[config.mk]
export PLATFORM = sky130hd
export DESIGN_NAME = vga_timing_ctrl
export DESIGN_NICKNAME = d
export VERILOG_FILES = /design/src/rtl/vga_timing_pkg.sv /design/src/rtl/vga_timing_ctrl_bar_gen.sv /design/src/rtl/vga_timing_ctrl.sv
export SDC_FILE = /design/constraint.sdc
export NUM_CORES = 1
export LEC_CHECK = 0
export CAP_MARGIN = 15
export CORE_ASPECT_RATIO = 1.75
export CORE_MARGIN = 8
export CORE_UTILIZATION = 50
export CTS_CLUSTER_SIZE = 24
export DETAILED_ROUTE_END_ITERATION = 8
export PLACE_DENSITY_LB_ADDON = 0.2
export SLEW_MARGIN = 0
export SYNTH_ARGS = -nofsm -noshare
export SYNTH_HDL_FRONTEND = slang
export SYNTH_SLANG_ARGS = --single-unit
[constraint.sdc]
create_clock -name vga_clk -period 3.2 [get_ports vga_clk]
set_input_delay 0.8 -clock vga_clk [delete_from_list [all_inputs] [get_ports vga_clk]]
set_output_delay 0.8 -clock vga_clk [all_outputs]
set_load 0.005 [all_outputs]
[src/rtl/vga_timing_pkg.sv]
// Default 640x480@60 timing constants and the RGB565 colour-bar table.
package vga_timing_pkg;

  localparam int H_SYNC_DEF   = 96;
  localparam int H_BP_DEF     = 48;
  localparam int H_ACT_DEF    = 640;
  localparam int H_FP_DEF     = 16;
  localparam int V_SYNC_DEF   = 2;
  localparam int V_BP_DEF     = 33;
  localparam int V_ACT_DEF    = 480;
  localparam int V_FP_DEF     = 10;
  localparam int DATA_W_DEF   = 16;
  localparam int CNT_W_DEF    = 11;
  localparam int REQ_LEAD_DEF = 1;
  localparam int SYNC_POL_DEF = 1;

  // Bar 0 sits in the least significant slot, so BAR_TABLE[i] is bar i from the left.
  localparam logic [7:0][15:0] BAR_TABLE = {
    16'h0000, 16'h001F, 16'hF800, 16'hF81F,
    16'h07E0, 16'h07FF, 16'hFFE0, 16'hFFFF
  };

  function automatic logic [15:0] bar_colour(input logic [2:0] idx);
    return BAR_TABLE[idx];
  endfunction

endpackage

[src/rtl/vga_timing_ctrl_bar_gen.sv]
// Eight-bar colour generator: tracks the bar position with a pixel counter, no divider.
module vga_bar_gen
  import vga_timing_pkg::*;
#(
  parameter int H_ACT  = H_ACT_DEF,
  parameter int DATA_W = DATA_W_DEF,
  parameter int CNT_W  = CNT_W_DEF
) (
  input  logic              clk,
  input  logic              rst_n,
  input  logic              de,
  input  logic              line_start,
  input  logic              pix_adv,
  input  logic              sel,
  output logic [DATA_W-1:0] colour
);

  localparam int BAR_W = H_ACT / 8;
  localparam logic [CNT_W-1:0] BAR_LAST = CNT_W'(BAR_W - 1);

  logic [CNT_W-1:0] bar_pix;
  logic [2:0]       bar_idx;

  always_ff @(posedge clk) begin
    if (!rst_n) begin
      bar_pix <= '0;
      bar_idx <= '0;
    end else if (line_start) begin
      bar_pix <= '0;
      bar_idx <= '0;
    end else if (de && pix_adv) begin
      if (bar_pix == BAR_LAST) begin
        bar_pix <= '0;
        bar_idx <= bar_idx + 3'd1;
      end else begin
        bar_pix <= bar_pix + 1'b1;
      end
    end
  end

  assign colour = sel ? DATA_W'(bar_colour(bar_idx)) : '0;

endmodule

[src/rtl/vga_timing_ctrl.sv]
// VGA timing generator: h/v counters, zero-latency sync/de/request decode and rgb mux.
module vga_timing_ctrl
  import vga_timing_pkg::*;
#(
  parameter int H_SYNC   = H_SYNC_DEF,
  parameter int H_BP     = H_BP_DEF,
  parameter int H_ACT    = H_ACT_DEF,
  parameter int H_FP     = H_FP_DEF,
  parameter int V_SYNC   = V_SYNC_DEF,
  parameter int V_BP     = V_BP_DEF,
  parameter int V_ACT    = V_ACT_DEF,
  parameter int V_FP     = V_FP_DEF,
  parameter int DATA_W   = DATA_W_DEF,
  parameter int CNT_W    = CNT_W_DEF,
  parameter int REQ_LEAD = REQ_LEAD_DEF,
  parameter int SYNC_POL = SYNC_POL_DEF
) (
  input  logic              vga_clk,
  input  logic              sys_rst_n,
  input  logic              pat_en,
  input  logic [DATA_W-1:0] pix_data,
  output logic [CNT_W-1:0]  pix_x,
  output logic [CNT_W-1:0]  pix_y,
  output logic              pix_data_req,
  output logic              hsync,
  output logic              vsync,
  output logic              de,
  output logic              frame_start,
  output logic              line_start,
  output logic [DATA_W-1:0] rgb
);

  localparam int H_TOT = H_SYNC + H_BP + H_ACT + H_FP;
  localparam int V_TOT = V_SYNC + V_BP + V_ACT + V_FP;
  localparam int HS    = H_SYNC + H_BP;
  localparam int VS    = V_SYNC + V_BP;

  localparam logic [CNT_W-1:0] H_LAST   = CNT_W'(H_TOT - 1);
  localparam logic [CNT_W-1:0] V_LAST   = CNT_W'(V_TOT - 1);
  localparam logic [CNT_W-1:0] H_SYNC_C = CNT_W'(H_SYNC);
  localparam logic [CNT_W-1:0] V_SYNC_C = CNT_W'(V_SYNC);
  localparam logic [CNT_W-1:0] DE_BEG   = CNT_W'(HS);
  localparam logic [CNT_W-1:0] DE_END   = CNT_W'(HS + H_ACT);
  localparam logic [CNT_W-1:0] RQ_BEG   = CNT_W'(HS - REQ_LEAD);
  localparam logic [CNT_W-1:0] RQ_END   = CNT_W'(HS + H_ACT - REQ_LEAD);
  localparam logic [CNT_W-1:0] V_BEG    = CNT_W'(VS);
  localparam logic [CNT_W-1:0] V_END    = CNT_W'(VS + V_ACT);
  localparam logic             POL      = (SYNC_POL != 0);

  logic [CNT_W-1:0]  cnt_h;
  logic [CNT_W-1:0]  cnt_v;
  logic              sel;
  logic              v_win;
  logic [DATA_W-1:0] bar_rgb;

  always_ff @(posedge vga_clk) begin
    if (!sys_rst_n) begin
      cnt_h <= '0;
      cnt_v <= '0;
    end else if (cnt_h == H_LAST) begin
      cnt_h <= '0;
      cnt_v <= (cnt_v == V_LAST) ? '0 : cnt_v + 1'b1;
    end else begin
      cnt_h <= cnt_h + 1'b1;
    end
  end

  // Pattern select only changes on frame boundaries so a frame is never split.
  always_ff @(posedge vga_clk) begin
    if (!sys_rst_n) begin
      sel <= 1'b0;
    end else if (frame_start) begin
      sel <= pat_en;
    end
  end

  always_comb begin
    v_win        = (cnt_v >= V_BEG) && (cnt_v < V_END);
    hsync        = (cnt_h < H_SYNC_C) ? POL : ~POL;
    vsync        = (cnt_v < V_SYNC_C) ? POL : ~POL;
    de           = v_win && (cnt_h >= DE_BEG) && (cnt_h < DE_END);
    pix_data_req = v_win && (cnt_h >= RQ_BEG) && (cnt_h < RQ_END);
    pix_x        = pix_data_req ? cnt_h - RQ_BEG : '1;
    pix_y        = pix_data_req ? cnt_v - V_BEG : '1;
    line_start   = (cnt_h == '0);
    frame_start  = (cnt_h == '0) && (cnt_v == '0);
  end

  always_comb begin
    rgb = '0;
    if (de) begin
      rgb = sel ? bar_rgb : pix_data;
    end
  end

  vga_bar_gen #(
    .H_ACT  (H_ACT),
    .DATA_W (DATA_W),
    .CNT_W  (CNT_W)
  ) u_bar_gen (
    .clk        (vga_clk),
    .rst_n      (sys_rst_n),
    .de         (de),
    .line_start (line_start),
    .pix_adv    (1'b1),
    .sel        (sel),
    .colour     (bar_rgb)
  );

endmodule
==> key figures <==
Floorplanning
  • Die W: 71.2 µm
  • Initial Utilization: 51.2%
  • Core Area: roughly 0.0052 mm²
  • Row Count: 35
  • Full die area: 0.00802 mm²
  • Die height: 113 µm
  • Top Ports: 63

Detailed routing
  • Post-route ant nets: 0
  • Average wire per standard cell: ~16 µm
  • First-pass iteration count of the detailed router: 5
  • Vias per cell: 5.86
  • Vias after detailed routing: 2838
  • Iter 0 DRT Violations: 205
  • # DRC: 0
  • Detailed Route WL: slightly below 8 mm

Power
  • Tot Pwr: approximately 1100 µW
  • Pleak: 0.00147 µW
  • Worst ir drop on vdd: 0.000293 V
  • Pwr/cell area: 293 mW/mm²

Clock network
  • # H-tree levels: 2
  • Longest Clk Path Bufs: 2
  • Root buffer cell: clkbuf_8
  • TritonCTS Buffers: 5
  • Sink Count: 40
  • Clock transition at the registers of the reported paths: 80 ps
  • Cts hold-fix bufs: 0
  • Clk_lat worst skew: 290 ps
  • CTS tree: yes

Synthesis
  • Syn avg cell area: 7.55 µm²
  • Netlist cell types: about 50
  • Post-synthesis sequential area ratio: 30.0%
  • Register bit total from synthesis: 40
  • Top cells by area, synth: dfxtp_1 (30%), nand2_1 (6.5%), xnor2_1 (5.3%), nand2b_1 (4.5%), nand3_1 (4.3%)
  • Cell with the most instances after synthesis: nand2_1
  • Yosys top cell area share: 30.0%
  • Synth Cell Area: 0.00267 mm²
  • Number of synthesized flops with an enable pin: 0
  • Cells after Synth: 353
  • Synth cell count leaders: nand2_1 (46), dfxtp_1 (40), nor2_1 (29), nand3_1 (23), a21oi_1 (22)
  • Post-Syn Nets: between 300 and 400
  • Async SR Flop Fraction: 0%
  • Synth area leader: dfxtp_1
  • Primary FF master, synth: dfxtp_1
  • YS warnings: 0

Place
  • IO buf count: 62
  • Routability-driven placement congestion ratio: about 0.9
  • DP Area: between 0.003 and 0.004 mm²
  • Detailed-placement wirelength estimate: 5.74 mm

Critical path
  • CP Capture Type: primary output
  • Arrival @ worst endpoint: ~2300 ps
  • R2R Path End: cnt_v[6]
  • Critical Path Fanout Max: 7
  • Cells on worst reg2reg path: 5
  • Critical path data required time: 2400 ps
  • Reg2reg start: cnt_h[0]
  • R2R setup slack: between 900 and 1000 ps
  • Type of origin of the critical path: register
  • Setup CP Type: register to primary output

Layout
  • Register cell area after layout: 803 µm²
  • FILL cells: 465
  • Multi-input gate area: approximately 0.0018 mm²
  • Share of layout cells above drive strength 1: about 13%
  • Final instance area: approximately 0.0036 mm²
  • # diodes: 0
  • Area Growth Syn to Fin: 35.9%
  • Nets: 453

Global routing
  • GRT Total Usage: 18.9%
  • Number of global-route vias before repair: 2738
  • Largest net degree at the start of global routing: 21
  • Global route overflow: 0
  • First-pass GRT wire length: ~13 mm
  • Initial antenna violation count: 0

Run
  • Max-cap violations: 0

Timing
  • Hold_ws: 482 ps
  • Slew margin rel.: 57.4%
  • Fin Setup TNS: 0 ps
  • Max-slew violations: 0
  • Fmax: 322 MHz
  • Slew of the pin with the lowest slew margin: ~640 ps
  • Final Skew: between 10 and 15 ps
  • # setup viols final: 0
  • Final min period: 3110 ps
  • Final hold vios: 0
  • Tcrit/Tclk final: 97.2%

Run status
  • Outcome: finished, final reports clean

Hold path
  • Path type of the worst min-delay path: register to register
  • Hold Path Cell Cnt: 2
  • Worst hold endpoint: u_bar_gen.bar_pix[1]
  • Hold path start: u_bar_gen.bar_pix[1]
## worst max-delay path by stage
stage	end	start	slack, ps	cells past startpoint
2_1_floorplan	rgb[10]	cnt_v[0]	590	8
3_3_place_gp	rgb[9]	cnt_v[0]	140	8
3_5_place_dp	rgb[8]	cnt_v[0]	90	8
4_1_cts	pix_data_req	cnt_v[0]	20	7
5_1_grt	frame_start	cnt_h[8]	-30	4
6_report	rgb[4]	cnt_v[0]	90	9
## metrics by stage
stage               util, %  setup WS (ps)  cells
finish                 69.5           89.7    484
global route           69.5          -27.9    484
CTS                    68.3           18.2    480
detailed placement     65.7           91.0    470
global placement       65.7            138    470
floorplan                 -            592    353
## state kept, by name, indices dropped and copies added (netlist names)
register / cells
u_bar_gen.bar_idx: 3
bar_rgb: 3
u_bar_gen.bar_pix: 11
cnt_h: 11
cnt_v: 11
sel: 1
## area by class of cell
cell class                      count  area share (%)
Inverter                           11            1.21
Timing Repair Buffer               92            22.9
Clock inverter                      1           0.829
Sequential cell                    40            22.2
Clock buffer                        7            2.66
Tap cell                           55            1.90
Multi-Input combinational cell    278            48.3
## cell families after synthesis
| family | Yosys count | share of synthesized area (%) |
|---|---|---|
| AOI/OAI and AO/OA | 60 | 14.9 |
| muxes | 4 | 1.55 |
| xor gates and xnor gates | 26 | 8.54 |
| adders and majority gates | 6 | 2.82 |
| and+or+nand+nor | 182 | 35.8 |
| DFF | 40 | 30.0 |
| buffers and inverters | 35 | 6.34 |
## per-layer routing
metal | up-vias | GRT usage [%] | part of all wire [%]
li1 | 1393 | - | -
met4 | 0 | 8.25 | 1.8
met1 | 1342 | 18.8 | 39
met2 | 87 | 36.4 | 55
met5 | - | 0 | 0
met3 | 16 | 3.30 | 4.0
## timing repair
action	in CTS	in global routing
pin swaps	1	3
resized for setup	46	7
gates cloned	0	0
setup buffers	2	4
endpoints found under the setup margin	40	4
endpoints found under the hold margin	0	0
## critical path, cell delays in order, from the launching register on
cell and delay, ps:
dfxtp_2 330, buf_4 160, a2111oi_4 380, a31oi_2 160, a31oi_2 210, buf_4 170
nand2_8 70, buf_4 160, a21oi_1 120, dlygate4sd2_1 250
## layout by cell type (no fill, tap or decap), types with 3 or more instances in the layout
cell             instances
a21oi_1                 21
mux2i_1                  3
clkdlybuf4s50_1         22
xor2_1                  10
o31ai_1                  5
nand4_1                  7
a32o_1                   6
o21ai_0                  8
nand2b_1                19
and4_1                   3
clkbuf_8                 7
dfxtp_1                 38
nor3_1                  14
buf_4                   28
nand2_1                 46
nor2_1                  29
ha_1                     6
and3_1                   8
and2_1                   4
inv_1                   10
xnor2_1                 16
dlygate4sd2_1           36
nor2b_1                  4
nand3_1                 23
nor4_1                   8
## where the power goes
| part | internal (µW) | switching (µW) |
|---|---|---|
| registers | 502 | 8.79 |
| logic | 49.0 | 44.6 |
| clock network | 276 | 183 |
Note: power is estimated with default switching activity, not from simulation.
